==> src/rtl/mig_ui_pkg.sv <==
// Shared MIG user-interface definitions: command encodings, scheduler states
// and a width helper for wrapping slot counters.
package mig_ui_pkg;

    typedef enum logic [1:0] {
        CALIB,
        ARB,
        WR_BURST,
        RD_BURST
    } sched_state_t;

    localparam logic [2:0] CMD_WRITE  = 3'b000;
    localparam logic [2:0] CMD_READ   = 3'b001;
    localparam int         APP_ADDR_W = 27;
    localparam int         DATA_W     = 128;
    localparam int         MASK_W     = 16;

    function automatic int cnt_width(input int n);
        return (n > 1) ? $clog2(n) : 1;
    endfunction

endpackage

==> src/rtl/addr_increment.sv <==
// Wrapping slot counter: counts 0..ROLLOVER-1 on each enabled cycle, then wraps.
module addr_increment
    import mig_ui_pkg::*;
#(
    parameter int ROLLOVER = 2048
)
(
    input  logic                           clk_in,
    input  logic                           rst_in,
    input  logic                           i_en,
    output logic [cnt_width(ROLLOVER)-1:0] o_addr
);

    localparam int          W    = cnt_width(ROLLOVER);
    localparam logic [W-1:0] LAST = W'(ROLLOVER - 1);

    logic [W-1:0] r_addr;

    always_ff @(posedge clk_in or posedge rst_in) begin
        if (rst_in)
            r_addr <= '0;
        else if (i_en)
            r_addr <= (r_addr == LAST) ? '0 : r_addr + W'(1);
    end

    assign o_addr = r_addr;

endmodule

==> src/rtl/mig_rw_scheduler.sv <==
// Round-robin read/write burst scheduler in front of a MIG UI port, using the
// DDR as a ring of 128-bit slots. Optional counters: MIG_RW_SCHED_STATS_EN.
module mig_rw_scheduler
    import mig_ui_pkg::*;
#(
    parameter int MAX_ADDRESS     = 2048,
    parameter int BURST_LEN       = 8,
    parameter int MAX_OUTSTANDING = 16
)
(
    input  logic                  clk_in,
    input  logic                  rst_in,
    output logic [APP_ADDR_W-1:0] app_addr,
    output logic [2:0]            app_cmd,
    output logic                  app_en,
    output logic [DATA_W-1:0]     app_wdf_data,
    output logic                  app_wdf_wren,
    output logic                  app_wdf_end,
    output logic [MASK_W-1:0]     app_wdf_mask,
    input  logic                  app_rdy,
    input  logic                  app_wdf_rdy,
    input  logic [DATA_W-1:0]     app_rd_data,
    input  logic                  app_rd_data_valid,
    input  logic                  init_calib_complete,
    input  logic [DATA_W-1:0]     write_axis_data,
    input  logic                  write_axis_valid,
    output logic                  write_axis_ready,
    output logic [DATA_W-1:0]     read_axis_data,
    output logic                  read_axis_valid,
    output logic                  read_axis_tuser,
    input  logic                  read_axis_ready
`ifdef MIG_RW_SCHED_STATS_EN
    ,
    output logic [31:0]           wr_cmd_count,
    output logic [31:0]           rd_cmd_count,
    output logic [31:0]           stall_count
`endif
);

    localparam int AW = cnt_width(MAX_ADDRESS);
    localparam int FW = $clog2(MAX_ADDRESS + 1);
    localparam int OW = $clog2(MAX_OUTSTANDING + 1);
    localparam int BW = $clog2(BURST_LEN + 1);

    localparam logic [FW-1:0] FILL_MAX  = FW'(MAX_ADDRESS);
    localparam logic [OW-1:0] OUT_MAX   = OW'(MAX_OUTSTANDING);
    localparam logic [BW-1:0] BURST_MAX = BW'(BURST_LEN);

    sched_state_t  r_state, w_next_state;
    logic          r_last_rd, w_last_rd_next;
    logic [BW-1:0] r_burst_cnt, w_burst_cnt_next;
    logic [FW-1:0] r_fill;
    logic [OW-1:0] r_outstanding;

    logic          w_wr_elig, w_rd_elig;
    logic          w_wr_issue, w_rd_issue, w_issue;
    logic          w_rd_accept;
    logic [AW-1:0] w_wr_addr, w_rd_addr, w_slot;

    assign w_wr_elig = write_axis_valid && app_rdy && app_wdf_rdy && (r_fill < FILL_MAX);
    assign w_rd_elig = read_axis_ready && app_rdy && (r_fill != '0) && (r_outstanding < OUT_MAX);

    assign w_wr_issue = (r_state == WR_BURST) && w_wr_elig;
    assign w_rd_issue = (r_state == RD_BURST) && w_rd_elig;
    assign w_issue    = w_wr_issue || w_rd_issue;

    // Returns with nothing outstanding belong to reads issued before a reset.
    assign w_rd_accept = app_rd_data_valid && (r_outstanding != '0);

    always_comb begin
        w_next_state     = r_state;
        w_last_rd_next   = r_last_rd;
        w_burst_cnt_next = r_burst_cnt;
        case (r_state)
            CALIB: begin
                if (init_calib_complete)
                    w_next_state = ARB;
            end
            ARB: begin
                w_burst_cnt_next = '0;
                if (w_wr_elig && (!w_rd_elig || r_last_rd)) begin
                    w_next_state   = WR_BURST;
                    w_last_rd_next = 1'b0;
                end else if (w_rd_elig) begin
                    w_next_state   = RD_BURST;
                    w_last_rd_next = 1'b1;
                end
            end
            WR_BURST, RD_BURST: begin
                if (w_issue)
                    w_burst_cnt_next = r_burst_cnt + BW'(1);
                if (!w_issue || (w_burst_cnt_next == BURST_MAX)) begin
                    w_next_state     = ARB;
                    w_burst_cnt_next = '0;
                end
            end
            default: w_next_state = CALIB;
        endcase
    end

    always_ff @(posedge clk_in or posedge rst_in) begin
        if (rst_in) begin
            r_state       <= CALIB;
            r_last_rd     <= 1'b0;
            r_burst_cnt   <= '0;
            r_fill        <= '0;
            r_outstanding <= '0;
        end else begin
            r_state     <= w_next_state;
            r_last_rd   <= w_last_rd_next;
            r_burst_cnt <= w_burst_cnt_next;
            if (w_wr_issue)
                r_fill <= r_fill + FW'(1);
            else if (w_rd_issue)
                r_fill <= r_fill - FW'(1);
            if (w_rd_issue && !w_rd_accept)
                r_outstanding <= r_outstanding + OW'(1);
            else if (!w_rd_issue && w_rd_accept)
                r_outstanding <= r_outstanding - OW'(1);
        end
    end

    always_comb begin
        app_en       = 1'b0;
        app_cmd      = '0;
        app_addr     = '0;
        app_wdf_data = '0;
        app_wdf_wren = 1'b0;
        app_wdf_end  = 1'b0;
        if (w_wr_issue) begin
            app_en       = 1'b1;
            app_cmd      = CMD_WRITE;
            app_addr     = APP_ADDR_W'(w_wr_addr) << 7;
            app_wdf_data = write_axis_data;
            app_wdf_wren = 1'b1;
            app_wdf_end  = 1'b1;
        end else if (w_rd_issue) begin
            app_en   = 1'b1;
            app_cmd  = CMD_READ;
            app_addr = APP_ADDR_W'(w_rd_addr) << 7;
        end
    end

    assign app_wdf_mask     = '0;
    assign write_axis_ready = w_wr_issue;
    assign read_axis_valid  = w_rd_accept;
    assign read_axis_data   = w_rd_accept ? app_rd_data : '0;
    assign read_axis_tuser  = w_rd_accept && (w_slot == '0);

    addr_increment #(.ROLLOVER(MAX_ADDRESS)) u_wr_addr (
        .clk_in (clk_in),
        .rst_in (rst_in),
        .i_en   (w_wr_issue),
        .o_addr (w_wr_addr)
    );

    addr_increment #(.ROLLOVER(MAX_ADDRESS)) u_rd_addr (
        .clk_in (clk_in),
        .rst_in (rst_in),
        .i_en   (w_rd_issue),
        .o_addr (w_rd_addr)
    );

    // Data returns in issue order, so this tracks the slot of the beat on the bus.
    addr_increment #(.ROLLOVER(MAX_ADDRESS)) u_slot (
        .clk_in (clk_in),
        .rst_in (rst_in),
        .i_en   (w_rd_accept),
        .o_addr (w_slot)
    );

`ifdef MIG_RW_SCHED_STATS_EN
    logic [31:0] r_wr_cmd_count, r_rd_cmd_count, r_stall_count;

    always_ff @(posedge clk_in or posedge rst_in) begin
        if (rst_in) begin
            r_wr_cmd_count <= '0;
            r_rd_cmd_count <= '0;
            r_stall_count  <= '0;
        end else begin
            if (w_wr_issue)
                r_wr_cmd_count <= r_wr_cmd_count + 32'd1;
            if (w_rd_issue)
                r_rd_cmd_count <= r_rd_cmd_count + 32'd1;
            if ((r_state == ARB) && write_axis_valid && !w_wr_elig)
                r_stall_count <= r_stall_count + 32'd1;
        end
    end

    assign wr_cmd_count = r_wr_cmd_count;
    assign rd_cmd_count = r_rd_cmd_count;
    assign stall_count  = r_stall_count;
`endif

endmodule

==> config.mk <==
export PLATFORM = sky130hd
export DESIGN_NAME = mig_rw_scheduler
export DESIGN_NICKNAME = d
export VERILOG_FILES = /design/src/rtl/mig_ui_pkg.sv /design/src/rtl/addr_increment.sv /design/src/rtl/mig_rw_scheduler.sv
export SDC_FILE = /design/constraint.sdc
export NUM_CORES = 1
export LEC_CHECK = 0
export ABC_CLOCK_PERIOD_IN_PS = 3000
export CORE_AREA = 2 2 222 224
export DETAILED_ROUTE_END_ITERATION = 10
export DIE_AREA = 0 0 224 226
export GPL_ROUTABILITY_DRIVEN = 0
export PLACE_DENSITY = 0.42
export SYNTH_ARGS = -nofsm -noshare
export SYNTH_HDL_FRONTEND = slang
export SYNTH_SLANG_ARGS = --single-unit
==> constraint.sdc <==
create_clock -name clk_in -period 3 [get_ports clk_in]
set_input_delay 0.9 -clock clk_in [delete_from_list [all_inputs] [get_ports clk_in]]
set_output_delay 0.9 -clock clk_in [all_outputs]
set_load 0.05 [all_outputs]
==> metrics.csv, run 1 <==
metric,value,unit
status,finished with violations,
violations,negative setup slack,
finalCritPeriodShare,101,%
p_sw_share,40.2,%
syn_inst,699,
clock.fmax,330,MHz
netlist.area_leader.share,25.6,%
worstHoldStart,u_slot.o_addr[10],
antenna_found_initial,17,
share_comb_of_total_power,64.3,%
dp_slack,-0.517,ns
p_int,3.84,mW
die-area,50600,sq um
hold_viol_final,0,
clock_latency,0.33,ns
startpoint_type,flop,
ys_seq_area_share,25.6,%
synthMuxAreaShare,0.202,%
synth_cell_type_count,60,
drc,0,
wl,37300,um
synth_compound_area_share,10.9,%
p_sw,2.59,mW
holdCritPathClass,reg -> reg,
setup_viol,33,
slew_headroom,57.6,%
period_minus_slack,3.03,ns
power.leakage,6.91,nW
holdWs,0.493,ns
ctsHtreeMaxLevel,3,
worst_slew_pin_slew,0.628,ns
worstPathRequired,2.10,ns
startpoint,r_outstanding[1],
cts_tree,done,
clk_transition_reported_paths,0.05,ns
dp_hpwl,31200,um
grt_pass1_wl,51700,um
ioPinCount,572,
avgRoutedWirePerCell,19.5,um
power_frac_seq,18.5,%
rsz0062_at_grt,true,
vias,7459,
drv_slew,0,
rows,81,
vias_per_cell,3.90,
arrival,2.13,ns
grt_max_degree,78,
end_kind,output port,
cts_buffer_depth,2,
nets,1564,
drtIter0Drc,240,
synth-adder-area-share,4.98,%
synth_area_leaders,"dfrtp_1, and3_1, and2_1",
synth_edf_count,0,
drtAntennaViolNets,0,
irDropWorstVdd,0.228,mV
cts.sinks,57,
grt-ovfl-total,0,
clockPowerShare,17.2,%
initial_core_util,11.5,%
synthSimpleGateAreaFrac,42.1,%
drv_cap,0,
grt.total_usage,13.9,%
power.density,401,nW/um^2
syn_avg_cell_area,7.98,sq um
hold_buffers,0,
async_flop_share,100,%
detail_route.first_pass.iterations,5,
port_buffers,537,
finalPower,6.43,mW
clock_skew,0.00517,ns
hold_path_depth,1,
rr_startpoint,r_outstanding[1],
synth_ff_type,dfrtp_1,
path_class,reg -> out,
yosys.area.top_type,dfrtp_1,
reg2regPathDepth,12,
ys_ff_latch,57,
clock-root-buffer,clkbuf_16,
area_growth,188,%
die_h,226,um
syn_area,5580,sq um
cts_buffers,9,
core_area,48300,sq um
synth_xor_area_share,5.34,%
die_w,224,um
final_common_cell,buf_12,
drive_gt1_share,44.2,%
yosysWarnings,0,
final_cell_mix,"buf_12, clkdlybuf4s50_1, and2_4, and3_1, buf_4",
synth_top_family_by_area,simple AND/OR/NAND/NOR gates,
crit_fanout,25,
grt_pass1_vias,7848,
fin_ws,-0.0277,ns
[area by class of cell]
class,instances,area [sq um]
well taps,622,778
flip-flops and latches,57,1430
diodes,9,22.5
multi-input cells,569,4290
repair buffers,625,9140
inverters,17,67.6
clock inverters,5,80.1
fillers,4913,32300
clock buffers,10,239
[worst max-delay path: stages, from the launching register on]
cell and delay [ns]:
dfrtp_1 0.38, or4_4 0.58, o21a_4 0.29, clkbuf_16 0.22
and2_4 0.18, buf_12 0.14
[kinds of logic (layout without fill, tap and decap cells)]
kind of cell | count (synthesis) | count (layout)
AO/OA/AOI/OAI | 86 | 87
multiplexers | 1 | 1
flip-flops | 57 | 57
XOR/XNOR | 34 | 34
other | 1 | 43
buffers and inverters | 107 | 657
adder cells (fa/ha/maj) | 21 | 21
AND/OR/NAND/NOR | 392 | 392
[cell usage after synthesis, types with 8 or more instances]
cell type,number
nor4_1,10
and2_1,124
nor3_1,10
nand2_1,43
clkbuf_1,41
nor2_1,22
dfrtp_1,57
xnor2_1,26
buf_4,38
inv_1,14
a22o_1,11
o21ai_0,27
ha_1,19
xor2_1,8
and3_1,131
a21oi_1,9
nand3_1,18
[power by group through the flow]
stage                     clock (mW)  combinational [mW]  sequential, mW
after global placement             0                3.81            1.19
after CTS                       1.14                4.01            1.18
after global routing            1.16                4.44            1.22
after floorplan                    0                2.03            1.11
after detailed placement           0                3.84            1.19
final                           1.10                4.14            1.19
[through the flow]
stage / instance area [sq um] / instances / util (%) / setup TNS (ns)
after detailed placement: 14700 / 1864 / 30.4 / -67.92
final: 16000 / 1914 / 33.2 / -0.330
after global placement: 14700 / 1864 / 30.4 / -57.59
after global routing: 16000 / 1912 / 33.2 / -5.18
after CTS: 15800 / 1904 / 32.6 / -1.15
after floorplan: 5720 / 732 / - / 0
[state kept, by name (all words and copies together) (netlist names)]
signal / cells
r_fill: 12
u_rd_addr.o_addr: 11
u_slot.o_addr: 11
u_wr_addr.o_addr: 11
r_outstanding: 5
r_burst_cnt: 4
r_state: 2
r_last_rd: 1
[final timing paths]
kind	slack [ns]	end
max reg2reg	0.18	r_outstanding[4]
min reg2reg	0.49	u_slot.o_addr[10]
max	-0.03	read_axis_data[97]
min	0.49	u_slot.o_addr[10]
max in group asynchronous	1.49	r_fill[7]
min in group asynchronous	0.92	r_outstanding[2]
[timing repair]
item,4_1_cts,5_1_grt
gates cloned,6,3
buffers inserted,19,0
gates resized for setup,131,74
pin swaps,25,13
setup endpoints to repair,280,184
endpoints found under the hold margin,0,0
[routing by layer]
metal	track usage, %	vias to the layer above	part of all wire [%]
li1	-	3523	-
met1	12.4	3507	31
met2	28.4	389	58
met3	4.62	38	8.5
met4	5.08	2	2.7
met5	0	-	0.032
(Power assumes the default switching activity.)
==> inputs of run 2 (changes only) <==
--- a/config.mk
+++ b/config.mk
@@ -5,10 +5,11 @@
 export SDC_FILE = /design/constraint.sdc
 export NUM_CORES = 1
 export LEC_CHECK = 0
+export ABC_AREA = 1
 export ABC_CLOCK_PERIOD_IN_PS = 3000
-export CORE_AREA = 2 2 222 224
+export CORE_AREA = 2 2 224 226
 export DETAILED_ROUTE_END_ITERATION = 10
-export DIE_AREA = 0 0 224 226
+export DIE_AREA = 0 0 226 228
 export GPL_ROUTABILITY_DRIVEN = 0
 export PLACE_DENSITY = 0.42
 export SYNTH_ARGS = -nofsm -noshare
==> run 2 against run 1 <==
The flow now finishes without violations; sequential cell count stayed put; cell count is 21% higher; count of clock-buffer cells in the layout is 1 higher; global-route usage is 0.79 points lower; routed wire length is 6.4% lower; worst setup slack better by 0.029 ns; synthesized cell count is 46% higher; power is 7.8% higher; clock power hardly changed; critical path type is now in -> out; critical endpoint is now app_wdf_data[55]; largest cell class unchanged.
==> metrics.csv, run 2 <==
metric,value,unit
status,"finished, final reports clean",
core_area,49300,sq um
irDropWorstVdd,0.280,mV
synth-adder-area-share,4.73,%
ioPinCount,572,
cp_slowest_stage_delay,0.18,ns
port_buffers,537,
clock-root-buffer,clkbuf_16,
async_flop_share,100,%
cts.sinks,57,
syn_area,5870,sq um
power.leakage,8.22,nW
ctsHtreeMaxLevel,3,
vias_per_cell,3.54,
area_growth,200,%
drv_cap,0,
grt_pass1_wl,50800,um
dp_slack,-0.517,ns
period_minus_slack,3.00,ns
place_area,15500,sq um
yosys.area.top_type,dfrtp_1,
drtIter0Drc,181,
largest_register_ffs,12,
synth_top_family_by_area,simple AND/OR/NAND/NOR gates,
avgRoutedWirePerCell,15.1,um
nets,1920,
startpoint_type,input pin,
cts_tree,done,
synth_edf_count,0,
crit_fanout,7,
initial_core_util,11.9,%
cpMostUsedCell,buf_12,
grt_pass1_vias,8427,
cts_buffers,9,
clk_transition_reported_paths,0.05,ns
synth_xor_area_share,3.88,%
drv_slew,0,
die_w,226,um
ys_seq_area_share,24.3,%
drive_gt1_share,38.7,%
detail_route.first_pass.iterations,4,
synth_cell_type_count,41,
syn_avg_cell_area,5.73,sq um
worst_slew_pin_slew,0.520,ns
setup_tns,0,ns
hold_viol_final,0,
drc,0,
final_common_cell,inv_1,
utilization,35.7,%
path_class,in -> out,
synth_area_leaders,"dfrtp_1, inv_1, nor2_1",
dp_hpwl,28800,um
top_register,r_fill,
grt_max_degree,37,
clock_skew,0.0124,ns
vias,8189,
hold_buffers,0,
final_cell_mix,"inv_1, buf_12, clkdlybuf4s50_1, nor2_4, nor2_1",
cts_buffer_depth,2,
wl,34900,um
yosysWarnings,0,
antenna_found_initial,5,
die-area,51500,sq um
crit_buf_inv,6,
final_area,17600,sq um
synth_common_cells,"inv_1, nor2_1, nand2_1",
netlist.area_leader.share,24.3,%
rows,82,
synth_compound_area_share,6.50,%
synthSimpleGateAreaFrac,32.3,%
rsz0062_at_grt,true,
finalCritPeriodShare,100,%
end_kind,output port,
power.density,394,nW/um^2
synthMuxAreaShare,0,%
grt.total_usage,13.1,%
clock.fmax,333,MHz
setup_viol,0,
synth_ff_type,dfrtp_1,
ys_ff_latch,57,
fin_ws,0.00122,ns
die_h,228,um
grt-ovfl-total,0,
clock_latency,0.33,ns
crit_family,buffers and inverters,
holdWs,0.468,ns
crit_chain,"buf_6, nand4_1, inv_2, nand3_4, buf_12, buf_12, buf_16, nor2_4, buf_12",
drtAntennaViolNets,0,
worstPathRequired,2.10,ns
arrival,2.10,ns
slowest_stage,buf_12,
slew_headroom,65.3,%
syn_inst,1024,
yosysMostFrequentCell,inv_1,
holdCritPathClass,reg -> reg,
[run 2: cell types whose count changed in the layout (fill, tap and decap cells not counted), sizes merged, moves of 23 or more]
cell   change
and3     -129
nor2     +278
and2     -130
nand2     +59
xnor2     -23
inv      +305
[run 2: timing repair]
action | CTS | global route
resized for setup | 247 | 55
pin swaps | 19 | 26
cloned | 11 | 2
endpoints found under the setup margin | 278 | 147
buffers inserted | 25 | 12
[run 2: kinds of logic after synthesis]
family	Yosys count
buffers and inverters	392
AND/OR/NAND/NOR	457
adder cells (fa/ha/maj)	21
AO/OA/AOI/OAI	70
XOR/XNOR	26
other	1
flip-flops	57
[run 2: area by class of cell]
type	instances	area (sq um)
inverters	322	1220
diodes	3	7.51
fillers	5060	31700
multi-input cells	608	4290
repair buffers	637	9520
clock inverters	5	78.8
flip-flops and latches	57	1430
clock buffers	11	243
well taps	672	841
[run 2: path summary, 6_finish.rpt]
check,startpoint,end,slack [ns],cells after the start
setup / recovery,app_rdy,app_wdf_data[55],0.001,9
hold / removal,r_outstanding[4],r_outstanding[4],0.47,1
setup reg to reg,r_fill[11],r_fill[9],0.34,17
hold reg to reg,r_outstanding[4],r_outstanding[4],0.47,1
max in group asynchronous,rst_in,r_fill[8],1.30,3
min in group asynchronous,rst_in,u_slot.o_addr[2],0.92,2
[run 2: metrics by stage]
| step | std cells | total power, mW |
|---|---|---|
| 6_report | 2315 | 6.94 |
| 3_5_place_dp | 2256 | 5.38 |
| 3_3_place_gp | 2256 | 5.35 |
| 4_1_cts | 2304 | 6.83 |
| 2_1_floorplan | 1057 | 3.50 |
| 5_1_grt | 2315 | 7.43 |
[run 2: where the power goes]
part           switching (mW)  total [mW]  internal (mW)
Clock                   0.370        1.12          0.748
Combinational            2.43        4.54           2.11
Sequential              0.249        1.28           1.03
[run 2: routing by layer]
metal	track usage (%)	part of all wire, %	vias up
met2	26.5	56	376
met4	4.45	2.9	0
met3	4.20	9.6	26
met1	11.9	32	3723
met5	0	0	-
li1	-	-	4064
